$ cat src/rtl/gate_delay_sweep_pkg.sv
// Shared types and constants for the gate delay sweep controller.
package gate_delay_sweep_pkg;

    localparam int unsigned SETTLE_CYC_DEF = 8;
    localparam int unsigned NUM_VEC        = 8;
    localparam int unsigned IDX_W          = $clog2(NUM_VEC);

    typedef enum logic [2:0] {
        ST_IDLE   = 3'd0,
        ST_DRIVE  = 3'd1,
        ST_SETTLE = 3'd2,
        ST_SAMPLE = 3'd3,
        ST_DONE   = 3'd4
    } state_e;

    // Per-vector change counter only needs to distinguish 0, 1 and "more than one".
    function automatic logic [1:0] chg_inc(input logic [1:0] c);
        return (c == 2'd3) ? c : c + 2'd1;
    endfunction

endpackage

$ cat src/rtl/gate_delay_sweep_sync2.sv
// Two-flop synchronizer for one asynchronous level input.
module sync2 (
    input  logic clk,
    input  logic rst_n,
    input  logic d_i,
    output logic q_o
);

    logic meta_q;
    logic sync_q;

    always_ff @(posedge clk or negedge rst_n) begin
        if (!rst_n) begin
            meta_q <= 1'b0;
            sync_q <= 1'b0;
        end else begin
            meta_q <= d_i;
            sync_q <= meta_q;
        end
    end

    assign q_o = sync_q;

endmodule

$ cat src/rtl/gate_delay_sweep.sv
// Sweeps all eight {A,B,C} vectors into a delayed-gate circuit, captures the
// settled x/y truth tables and counts vectors whose outputs glitched.
//
// state     | meaning
// ----------+--------------------------------------------------------------
// ST_IDLE   | waiting for start; results held
// ST_DRIVE  | present vector idx on abc_out, arm settle timer
// ST_SETTLE | hold vector SETTLE_CYC cycles, count cycles with xs/ys change
// ST_SAMPLE | capture xs/ys into tables, bump glitch count, advance idx
// ST_DONE   | one-cycle done pulse
module gate_delay_sweep
    import gate_delay_sweep_pkg::*;
#(
    parameter int unsigned SETTLE_CYC = SETTLE_CYC_DEF,
    parameter int unsigned SAT_MAX    = 255
) (
    input  logic       clk,
    input  logic       rst_n,
    input  logic       start,
    input  logic       x_in,
    input  logic       y_in,
    output logic [2:0] abc_out,
    output logic       busy,
    output logic       done,
    output logic [7:0] tt_x,
    output logic [7:0] tt_y,
    output logic [7:0] glitch_cnt
);

    localparam logic [7:0]       SETTLE_LOAD = 8'(SETTLE_CYC - 1);
    localparam logic [7:0]       SAT_VAL     = 8'(SAT_MAX);
    localparam logic [IDX_W-1:0] LAST_IDX    = IDX_W'(NUM_VEC - 1);

    logic xs;
    logic ys;

    sync2 u_sync_x (
        .clk   (clk),
        .rst_n (rst_n),
        .d_i   (x_in),
        .q_o   (xs)
    );

    sync2 u_sync_y (
        .clk   (clk),
        .rst_n (rst_n),
        .d_i   (y_in),
        .q_o   (ys)
    );

    state_e           state_q,  state_d;
    logic [IDX_W-1:0] idx_q,    idx_d;
    logic [2:0]       abc_q,    abc_d;
    logic [7:0]       settle_q, settle_d;
    logic [1:0]       chg_q,    chg_d;
    logic [7:0]       tt_x_q,   tt_x_d;
    logic [7:0]       tt_y_q,   tt_y_d;
    logic [7:0]       glitch_q, glitch_d;
    logic             xs_prev_q;
    logic             ys_prev_q;

    always_ff @(posedge clk or negedge rst_n) begin
        if (!rst_n) begin
            state_q   <= ST_IDLE;
            idx_q     <= '0;
            abc_q     <= 3'b000;
            settle_q  <= 8'h00;
            chg_q     <= 2'd0;
            tt_x_q    <= 8'h00;
            tt_y_q    <= 8'h00;
            glitch_q  <= 8'h00;
            xs_prev_q <= 1'b0;
            ys_prev_q <= 1'b0;
        end else begin
            state_q   <= state_d;
            idx_q     <= idx_d;
            abc_q     <= abc_d;
            settle_q  <= settle_d;
            chg_q     <= chg_d;
            tt_x_q    <= tt_x_d;
            tt_y_q    <= tt_y_d;
            glitch_q  <= glitch_d;
            xs_prev_q <= xs;
            ys_prev_q <= ys;
        end
    end

    always_comb begin
        state_d  = state_q;
        idx_d    = idx_q;
        abc_d    = abc_q;
        settle_d = settle_q;
        chg_d    = chg_q;
        tt_x_d   = tt_x_q;
        tt_y_d   = tt_y_q;
        glitch_d = glitch_q;
        busy     = 1'b0;
        done     = 1'b0;

        unique case (state_q)
            ST_IDLE: begin
                if (start) begin
                    state_d  = ST_DRIVE;
                    idx_d    = '0;
                    tt_x_d   = 8'h00;
                    tt_y_d   = 8'h00;
                    glitch_d = 8'h00;
                end
            end
            ST_DRIVE: begin
                busy     = 1'b1;
                abc_d    = 3'(idx_q);
                settle_d = SETTLE_LOAD;
                chg_d    = 2'd0;
                state_d  = ST_SETTLE;
            end
            ST_SETTLE: begin
                busy = 1'b1;
                if ((xs != xs_prev_q) || (ys != ys_prev_q)) begin
                    chg_d = chg_inc(chg_q);
                end
                if (settle_q == 8'h00) begin
                    state_d = ST_SAMPLE;
                end else begin
                    settle_d = settle_q - 8'h01;
                end
            end
            ST_SAMPLE: begin
                busy          = 1'b1;
                tt_x_d[idx_q] = xs;
                tt_y_d[idx_q] = ys;
                if ((chg_q > 2'd1) && (glitch_q < SAT_VAL)) begin
                    glitch_d = glitch_q + 8'h01;
                end
                if (idx_q == LAST_IDX) begin
                    state_d = ST_DONE;
                end else begin
                    idx_d   = idx_q + IDX_W'(1);
                    state_d = ST_DRIVE;
                end
            end
            ST_DONE: begin
                done    = 1'b1;
                state_d = ST_IDLE;
            end
            default: begin
                state_d = ST_IDLE;
            end
        endcase
    end

    assign abc_out    = abc_q;
    assign tt_x       = tt_x_q;
    assign tt_y       = tt_y_q;
    assign glitch_cnt = glitch_q;

endmodule

$ cat config.mk
export PLATFORM = sky130hd
export DESIGN_NAME = gate_delay_sweep
export DESIGN_NICKNAME = d
export VERILOG_FILES = /design/src/rtl/gate_delay_sweep_pkg.sv /design/src/rtl/gate_delay_sweep_sync2.sv /design/src/rtl/gate_delay_sweep.sv
export SDC_FILE = /design/constraint.sdc
export NUM_CORES = 1
export LEC_CHECK = 0
export CAP_MARGIN = 20
export CORE_MARGIN = 4
export CORE_UTILIZATION = 45
export CTS_CLUSTER_DIAMETER = 150
export DETAILED_ROUTE_END_ITERATION = 10
export PLACE_DENSITY = 0.76
export SLEW_MARGIN = 30
export SYNTH_ARGS = -nofsm -noshare
export SYNTH_HDL_FRONTEND = slang
export SYNTH_HIERARCHICAL = 1
export SYNTH_SLANG_ARGS = --single-unit
$ cat constraint.sdc
create_clock -name clk -period 2.55 [get_ports clk]
set_input_delay 0.255 -clock clk [delete_from_list [all_inputs] [get_ports clk]]
set_output_delay 0.255 -clock clk [all_outputs]
set_load 0.01 [all_outputs]
; After elaboration in Yosys (flattened, before gate mapping)
; Cells that the tools add are included.
[totals]
reg_bits = 49
in_bits = 5
[classes]
addsub = 4
order_cmp = 4
eq_ne = 15
mux = 23
n_reduce_logical = 14
[ops]
columns = cell, n
row1 = one-hot mux 8 bit (2 select lines), 4
row2 = two-way mux 8 bit, 3
row3 = bitwise mux 8 bit, 2
row4 = two-way mux 3 bit, 5
row5 = inequality test 2 bit (second input constant), 7
row6 = one-hot mux 3 bit (4 select lines), 1
row7 = AND reduction 3 bit, 3
row8 = adder 8 x 1 -> 8 bit (second input constant), 1
row9 = zero test 8 bit, 1
row10 = < comparator 8 bit (second input constant), 1
row11 = subtractor 8 x 1 -> 8 bit (second input constant), 1
row12 = == test 3 x 2 -> 1 bit (second input constant), 2
row13 = == test 3 bit (second input constant), 2
row14 = one-hot mux 3 bit (2 select lines), 1
row15 = AND reduction 2 bit, 3
row16 = < comparator 3 x 4 -> 1 bit (second input constant), 1
row17 = two-way mux 2 bit, 2
row18 = one-hot mux 2 bit (2 select lines), 1
row19 = nonzero test 2 bit, 2
row20 = adder 3 x 1 -> 3 bit (second input constant), 1
row21 = demux 1 bit (select 3 bit), 1
row22 = == test 3 x 1 -> 1 bit (second input constant), 1
row23 = greater-or-equal comparator 3 x 1 -> 1 bit (second input constant), 1
row24 = zero test 3 bit, 1
row25 = other kinds (8), 12

; Longest topological paths before layout
; Gate-level depths: netlist of run 1.
[depth]
word_depth = 6
depth_mapped = 6

; By module
; Netlist of run 1, hierarchy kept.
[modules_own_cells]
columns = mod, n_inst, cells_each, area_each_um2, seq_area_each_um2
row1 = gate_delay_sweep, 1, 206, 2198.4, 1126.1
row2 = sync2, 2, 2, 50.0, 50.0

; Least setup slack after synthesis of run 1
; OpenSTA, ideal clock, no wires.
[synth_timing]
kind = register -> register
start = register state_q[1]
end = register glitch_q[7], in the netlist glitch_cnt[7]
setup_time_ps = 76
t_arrival_ps = 1731
t_required_ps = 2474
setup_slack_ps = 742
path_stages_with_launch = 6
n_path_buf = 1
period_less_slack_ps = 1808
path_cell_list = dfrtp_1 -> buf_6 -> or3b_1 -> a211o_1 -> or4_1 -> o21ai_1
[synth_between]
elab_chain_cells = 3
[synth_lines]
columns = element, line
row1 = from (decl), gate_delay_sweep.sv:51  ; state_e state_q, state_d;
row2 = from (signal assigned), gate_delay_sweep.sv:75  ; state_q <= state_d;
row3 = == test 3 x 2 -> 1 bit / zero test 3 bit (equally long branches), gate_delay_sweep.sv:100  ; unique case (state_q)
row4 = inequality test 2 bit (no line) / nonzero test 2 bit (equally long branches), --
row5 = AND reduction 3 bit (no line), --
row6 = to (signal assigned), gate_delay_sweep.sv:82  ; glitch_q <= glitch_d;
row7 = to (decl), gate_delay_sweep.sv:58  ; logic [7:0] glitch_q, glitch_d;
; Several ways; a longest one is shown, not always the timed one.
; A chain may end at the register's enable or synchronous reset.

; Worst setup path after layout of run 1
[layout_timing]
start = register state_q[1]
end = register idx_q[0]
[layout_between]
elab_chain_cells = 3
[layout_lines]
columns = element, line
row1 = == test 3 x 2 -> 1 bit / zero test 3 bit (equally long branches), gate_delay_sweep.sv:100
row2 = inequality test 2 bit (no line) / nonzero test 2 bit (equally long branches), --
row3 = AND reduction 3 bit (no line), --
row4 = to (signal assigned), gate_delay_sweep.sv:76  ; idx_q <= idx_d;
row5 = to (decl), gate_delay_sweep.sv:52  ; logic [IDX_W-1:0] idx_q, idx_d;
; Several ways; a longest one is shown, not always the timed one.

==> results of run 1 <==
## registers in the layout, summed over array words and instances (netlist names)
signal,flops
xs_prev_q,1
u_sync_x/meta_q,1
tt_x,8
ys_prev_q,1
glitch_cnt,8
chg_q,2
state_q,3
u_sync_y/meta_q,1
idx_q,3
u_sync_y/q_o,1
u_sync_x/q_o,1
tt_y,8
abc_out,3
settle_q,8
## final cells by class
cell class | instances | area, um2 | share of cell area [%]
inverter | 6 | 22.5 | 0.810
timing repair buffer | 36 | 350 | 12.6
multi-input combinational | 145 | 995 | 35.8
sequential | 49 | 1230 | 44.1
tap | 67 | 83.8 | 3.01
clock inverter | 2 | 35.0 | 1.26
clock buffer | 5 | 68.8 | 2.47
## cells in the mapped netlist (all sizes together), types with 2 or more instances
| cell | number | area share [%] |
|---|---|---|
| xnor2 | 7 | 2.7 |
| a22o | 10 | 3.8 |
| or4 | 3 | 0.98 |
| o21ai | 9 | 2.0 |
| nand3b | 4 | 1.3 |
| a211oi | 3 | 0.98 |
| a21oi | 6 | 1.3 |
| o2bb2ai | 9 | 3.4 |
| mux2i | 3 | 1.3 |
| mux2 | 4 | 2.0 |
| o211ai | 2 | 0.65 |
| nand2b | 2 | 0.54 |
| dfrtp | 49 | 53 |
| clkbuf | 4 | 0.71 |
| or3b | 2 | 0.76 |
| nor3b | 7 | 2.3 |
| nand2 | 26 | 4.4 |
| nand3 | 4 | 0.87 |
| nor3 | 3 | 0.65 |
| buf | 6 | 1.7 |
| inv | 6 | 0.98 |
| nor2 | 11 | 1.8 |
| ha | 6 | 3.3 |
| a2111oi | 3 | 1.5 |
| and2 | 3 | 0.82 |
| or3 | 2 | 0.54 |
| a21o | 3 | 0.98 |
## metrics by stage
step / hold slack (ps) / setup slack (ps)
floorplan: -40.6 / 742
global placement: 183 / 392
detailed placement: 188 / 343
CTS: 356 / 497
global route: 361 / 344
finish: 356 / 493
## path summary, 6_finish.rpt
check,startpoint,endpoint,slack [ps]
max reg2reg,state_q[1]$_DFFE_PN0P_,idx_q[0]$_DFFE_PN0P_,490
max,state_q[1]$_DFFE_PN0P_,idx_q[0]$_DFFE_PN0P_,490
min in group asynchronous,rst_n,tt_x[7]$_DFFE_PN0P_,380
min,u_sync_y/meta_q$_DFF_PN0_,u_sync_y/q_o$_DFF_PN0_,360
min reg2reg,u_sync_y/meta_q$_DFF_PN0_,u_sync_y/q_o$_DFF_PN0_,360
max in group asynchronous,rst_n,glitch_cnt[4]$_DFFE_PN0P_,1420
## report_power, final
group | switching, W | internal, W
Combinational | 0.000493 | 0.000450
Sequential | 0.000190 | 0.000932
Clock | 0.000250 | 0.000285
Total | 0.000933 | 0.00167
## worst register-to-register path, cell delays in order (launching register included)
cell	delay (ps)
dfrtp_1	490
or4b_2	830
nand2_2	230
nand2_1	120
mux2_2	270
## cells by family after synthesis
logic type               Yosys count  share of synthesized area [%]
AND/OR/NAND/NOR                   75                           17.7
AO/OA/AOI/OAI                     50                           16.3
flip-flops                        49                           53.3
buffers and inverters             16                           3.37
XOR/XNOR                           7                           2.67
multiplexers                       7                           3.27
adder cells (fa/ha/maj)            6                           3.27
## layer usage
metal | GRT usage (%) | vias up | wire length, um
met5 | 0 | - | 0
met3 | 3.50 | 4 | 191
met4 | 4.98 | 0 | 38
met1 | 22.9 | 832 | 2250
met2 | 23.6 | 43 | 2020
li1 | - | 824 | -
==> summary.txt, run 1 <==
Power Density - 935 mW/mm2
syn_nets - 221
Pwr Total - 0.00260 W
relative max-transition margin - 56.7%
fin crit share - 80.7%
GR Util All Layers - 15.8%
dpl cells - 302
DR vias/cell - 5.49
most frequent cells in the layout - 49 x dfrtp_1, 32 x clkdlybuf4s50_1, 25 x nand2_1, 11 x nor2_1, 10 x a22o_1
WP data required - 2740 ps
routability congestion estimate - 0.790
Worst Path Max Fanout - 11
largest net degree at the start of global routing - 34
root buffer cell - clkbuf_8
Crit-path slowest cell - or4b_2
CP Depth - 4
Syn Area/Cell - 10.9 um2
Hold Crit Class - flip-flop to flip-flop
via count - 1703
Core Box Area - 0.00485 mm2
area grow syn2layout - 21.0%
Worst Path Buf+Inv - 0
crit path cell chain - or4b_2 > nand2_2 > nand2_1 > mux2_2
total CTS buffers - 5
Worst Setup End Kind - flip-flop
setup tns final - 0 ps
Largest stage delay, worst path - 830 ps
sequential share of the synthesized area - 53.3%
Worst setup SP type - flip-flop
H-tree levels - 2
Remaining Overflow, GRT - 0
CTS max path bufs - 2
vias in the first global route - 1709
CTS Hold Bufs - 1
Clock Sinks - 49
Reg2Reg Depth - 4
CP arrival - 2240 ps
Clock Skew - 9.06 ps
first-pass iteration count of the detailed router - 4
HPWL after detailed placement - 3120 um
latest clock arrival within the worst-skew pair - 300 ps
WL per Instance - 14.5 um
peak supply drop - 505 uV
status - completed
initial antenna violation count - 0
Fin. Hold Viols - 0
Port Buf Inserts - 33
Gate Count Post-Synth - 210
die width - 79.5 um
row count - 25
FF+latch count, synth - 49
first-pass GRT wire length - 7830 um
n_diodes - 0
clock slew at reported path FFs - 90 ps
layout cell share with drive strength beyond 1 - 7.82%
DR DRC count - 0
final WL - 4500 um
CP top delay family - simple AND/OR/NAND/NOR gates
commonest non-fill, non-tap cell in the layout - dfrtp_1
Post-Synthesis Cell Area - 0.00230 mm2
CP Class - flip-flop to flip-flop
die area - 0.00632 mm2
actual slew at the worst max-slew pin - 645 ps
hold path depth - 0
1st-iter DRT viols - 87
Final setup viols - 0
RSZ-0062 raised after global routing - false
Post-DRT Antenna Nets - 0
yosys warns - 6
final-report max-slew violation count - 0
post-CTS setup buffer count - 0
max-cap violation count - 0
die height - 79.5 um
Main synth FF type - dfrtp_1
TritonCTS clock tree - built
Pleak - 1.20 nW
number of distinct library cells after synthesis - 47
Starting Density - 47.4%
IO Count - 34
Post-synth ARST share - 100%
Util after Layout - 57.4%
final std cells w/o fill - 310
cell area after layout - 0.00278 mm2
Post-synth EDFFs - 0
FILL cells - 433
Max Clock Freq - 0.486 GHz
CTS-repair resized insts - 0
NumNets Final - 254
post-route minimum period - 2060 ps
Placed Area - 0.00267 mm2
Note: power is estimated with default switching activity, not from simulation.
==> run 2, diff against run 1 <==
==> constraint.sdc (replaced) <==
create_clock -name clk -period 1.9 [get_ports clk]
set_input_delay 0.19 -clock clk [delete_from_list [all_inputs] [get_ports clk]]
set_output_delay 0.19 -clock clk [all_outputs]
set_load 0.01 [all_outputs]
==> summary.txt, run 2 (synthesis gave the netlist of run 1 again) <==
Hold Crit Class - input port to flip-flop
CP arrival - 2090 ps
final WL - 4730 um
WP data required - 2140 ps
R2R Path Start - state_q[0]$_DFFE_PN0P_
Final setup viols - 0
Clock Sinks - 49
CP Class - flip-flop to flip-flop
Largest stage delay, worst path - 510 ps
met1 WL - 2250 um
clock slew at reported path FFs - 90 ps
Max Clock Freq - 0.541 GHz
setup tns final - 0 ps
Post-DRT Antenna Nets - 0
largest net degree at the start of global routing - 50
Power Density - 1310 mW/mm2
cell area after layout - 0.00290 mm2
1st-iter DRT viols - 65
Worst Setup End Kind - flip-flop
Placed Area - 0.00274 mm2
row count - 25
die height - 79.5 um
CP top delay family - simple AND/OR/NAND/NOR gates
DR DRC count - 0
final-report max-slew violation count - 0
RSZ-0062 raised after global routing - false
Worst Path Buf+Inv - 0
FILL cells - 407
met3 WL - 242 um
uppermost layer routed - met4
Final WS setup - 51.0 ps
actual slew at the worst max-slew pin - 608 ps
hold path depth - 1
die area - 0.00632 mm2
area grow syn2layout - 26.3%
commonest non-fill, non-tap cell in the layout - dfrtp_1
HPWL after detailed placement - 3220 um
NumNets Final - 264
Port Buf Inserts - 33
relative max-transition margin - 59.5%
total CTS buffers - 5
post-route minimum period - 1850 ps
fin crit share - 97.3%
first-pass GRT wire length - 8010 um
routability congestion estimate - 0.779
first-pass iteration count of the detailed router - 4
IO Count - 34
Crit-path slowest cell - or4_1
most frequent cells in the layout - 48 x dfrtp_1, 31 x clkdlybuf4s50_1, 25 x nand2_1, 12 x buf_4
Min-Delay Startpoint - x_in
root buffer cell - clkbuf_8
crit path cell chain - or3b_1 > a211o_1 > or4_1 > o21ai_1
CP Depth - 4
Core Box Area - 0.00485 mm2
peak supply drop - 750 uV
Reg2Reg Depth - 4
Setup crit start - state_q[0]$_DFFE_PN0P_
Starting Density - 47.4%
die width - 79.5 um
Remaining Overflow, GRT - 0
n_diodes - 0
via count - 1729
Fin. Hold Viols - 0
wire length on met2 - 2140 um
vias in the first global route - 1755
Worst Path Max Fanout - 7
status - completed
TritonCTS clock tree - built
CTS max path bufs - 2
Pleak - 1.28 nW
GR Util All Layers - 16.1%
Clock Skew - 7.81 ps
Worst setup SP type - flip-flop
DR vias/cell - 5.39
max-cap violation count - 0
worst slack, placed - -163 ps
initial antenna violation count - 0
layout cell share with drive strength beyond 1 - 13.4%
latest clock arrival within the worst-skew pair - 310 ps
Pwr Total - 0.00380 W
WL per Instance - 14.7 um
H-tree levels - 2
run 2: repair_timing:
| action | 4_1_cts | 5_1_grt |
|---|---|---|
| endpoints found under the hold margin | 49 | 0 |
| buffers inserted | 0 | 0 |
| resized for setup | 0 | 6 |
| hold buffers | 1 | 0 |
| setup endpoints to repair | 0 | 6 |
run 2: worst paths after layout:
check                                             to  slack [ps]
min in group asynchronous  u_sync_y/meta_q$_DFF_PN0_         490
hold reg to reg               u_sync_x/q_o$_DFF_PN0_         350
setup / recovery           glitch_cnt[7]$_DFFE_PN0P_          50
hold / removal             u_sync_x/meta_q$_DFF_PN0_         310
setup reg to reg           glitch_cnt[7]$_DFFE_PN0P_          50
max in group asynchronous     state_q[1]$_DFFE_PN0P_         970
run 2: layout make-up:
class                           count  area (um2)  area share [%]
Sequential cell                    49        1230            42.3
Multi-Input combinational cell    145        1010            34.7
Timing Repair Buffer               46         428            14.7
Tap cell                           67        83.8            2.89
Clock buffer                        5        68.8            2.37
Clock inverter                      3        65.1            2.24
Inverter                            6        22.5           0.776
run 2: through the flow:
stage / hold WS [ps] / cells / utilization (%)
floorplan: -106 / 210 / -
global placement: 324 / 312 / 56.6
detailed placement: 326 / 312 / 56.6
CTS: 306 / 321 / 59.5
global route: 301 / 321 / 59.9
finish: 309 / 321 / 59.9
run 2: power breakdown:
part	leakage, nW	internal, W	switching, W
clock	0.0681	0.000523	0.000354
combinational	0.571	0.000709	0.000729
sequential	0.640	0.00125	0.000232
total	1.28	0.00249	0.00132
run 2: per-layer routing:
layer	track usage [%]	vias up
li1	-	847
met1	20.9	824
met2	25.1	45
met3	4.40	13
met4	6.87	0
met5	0	-
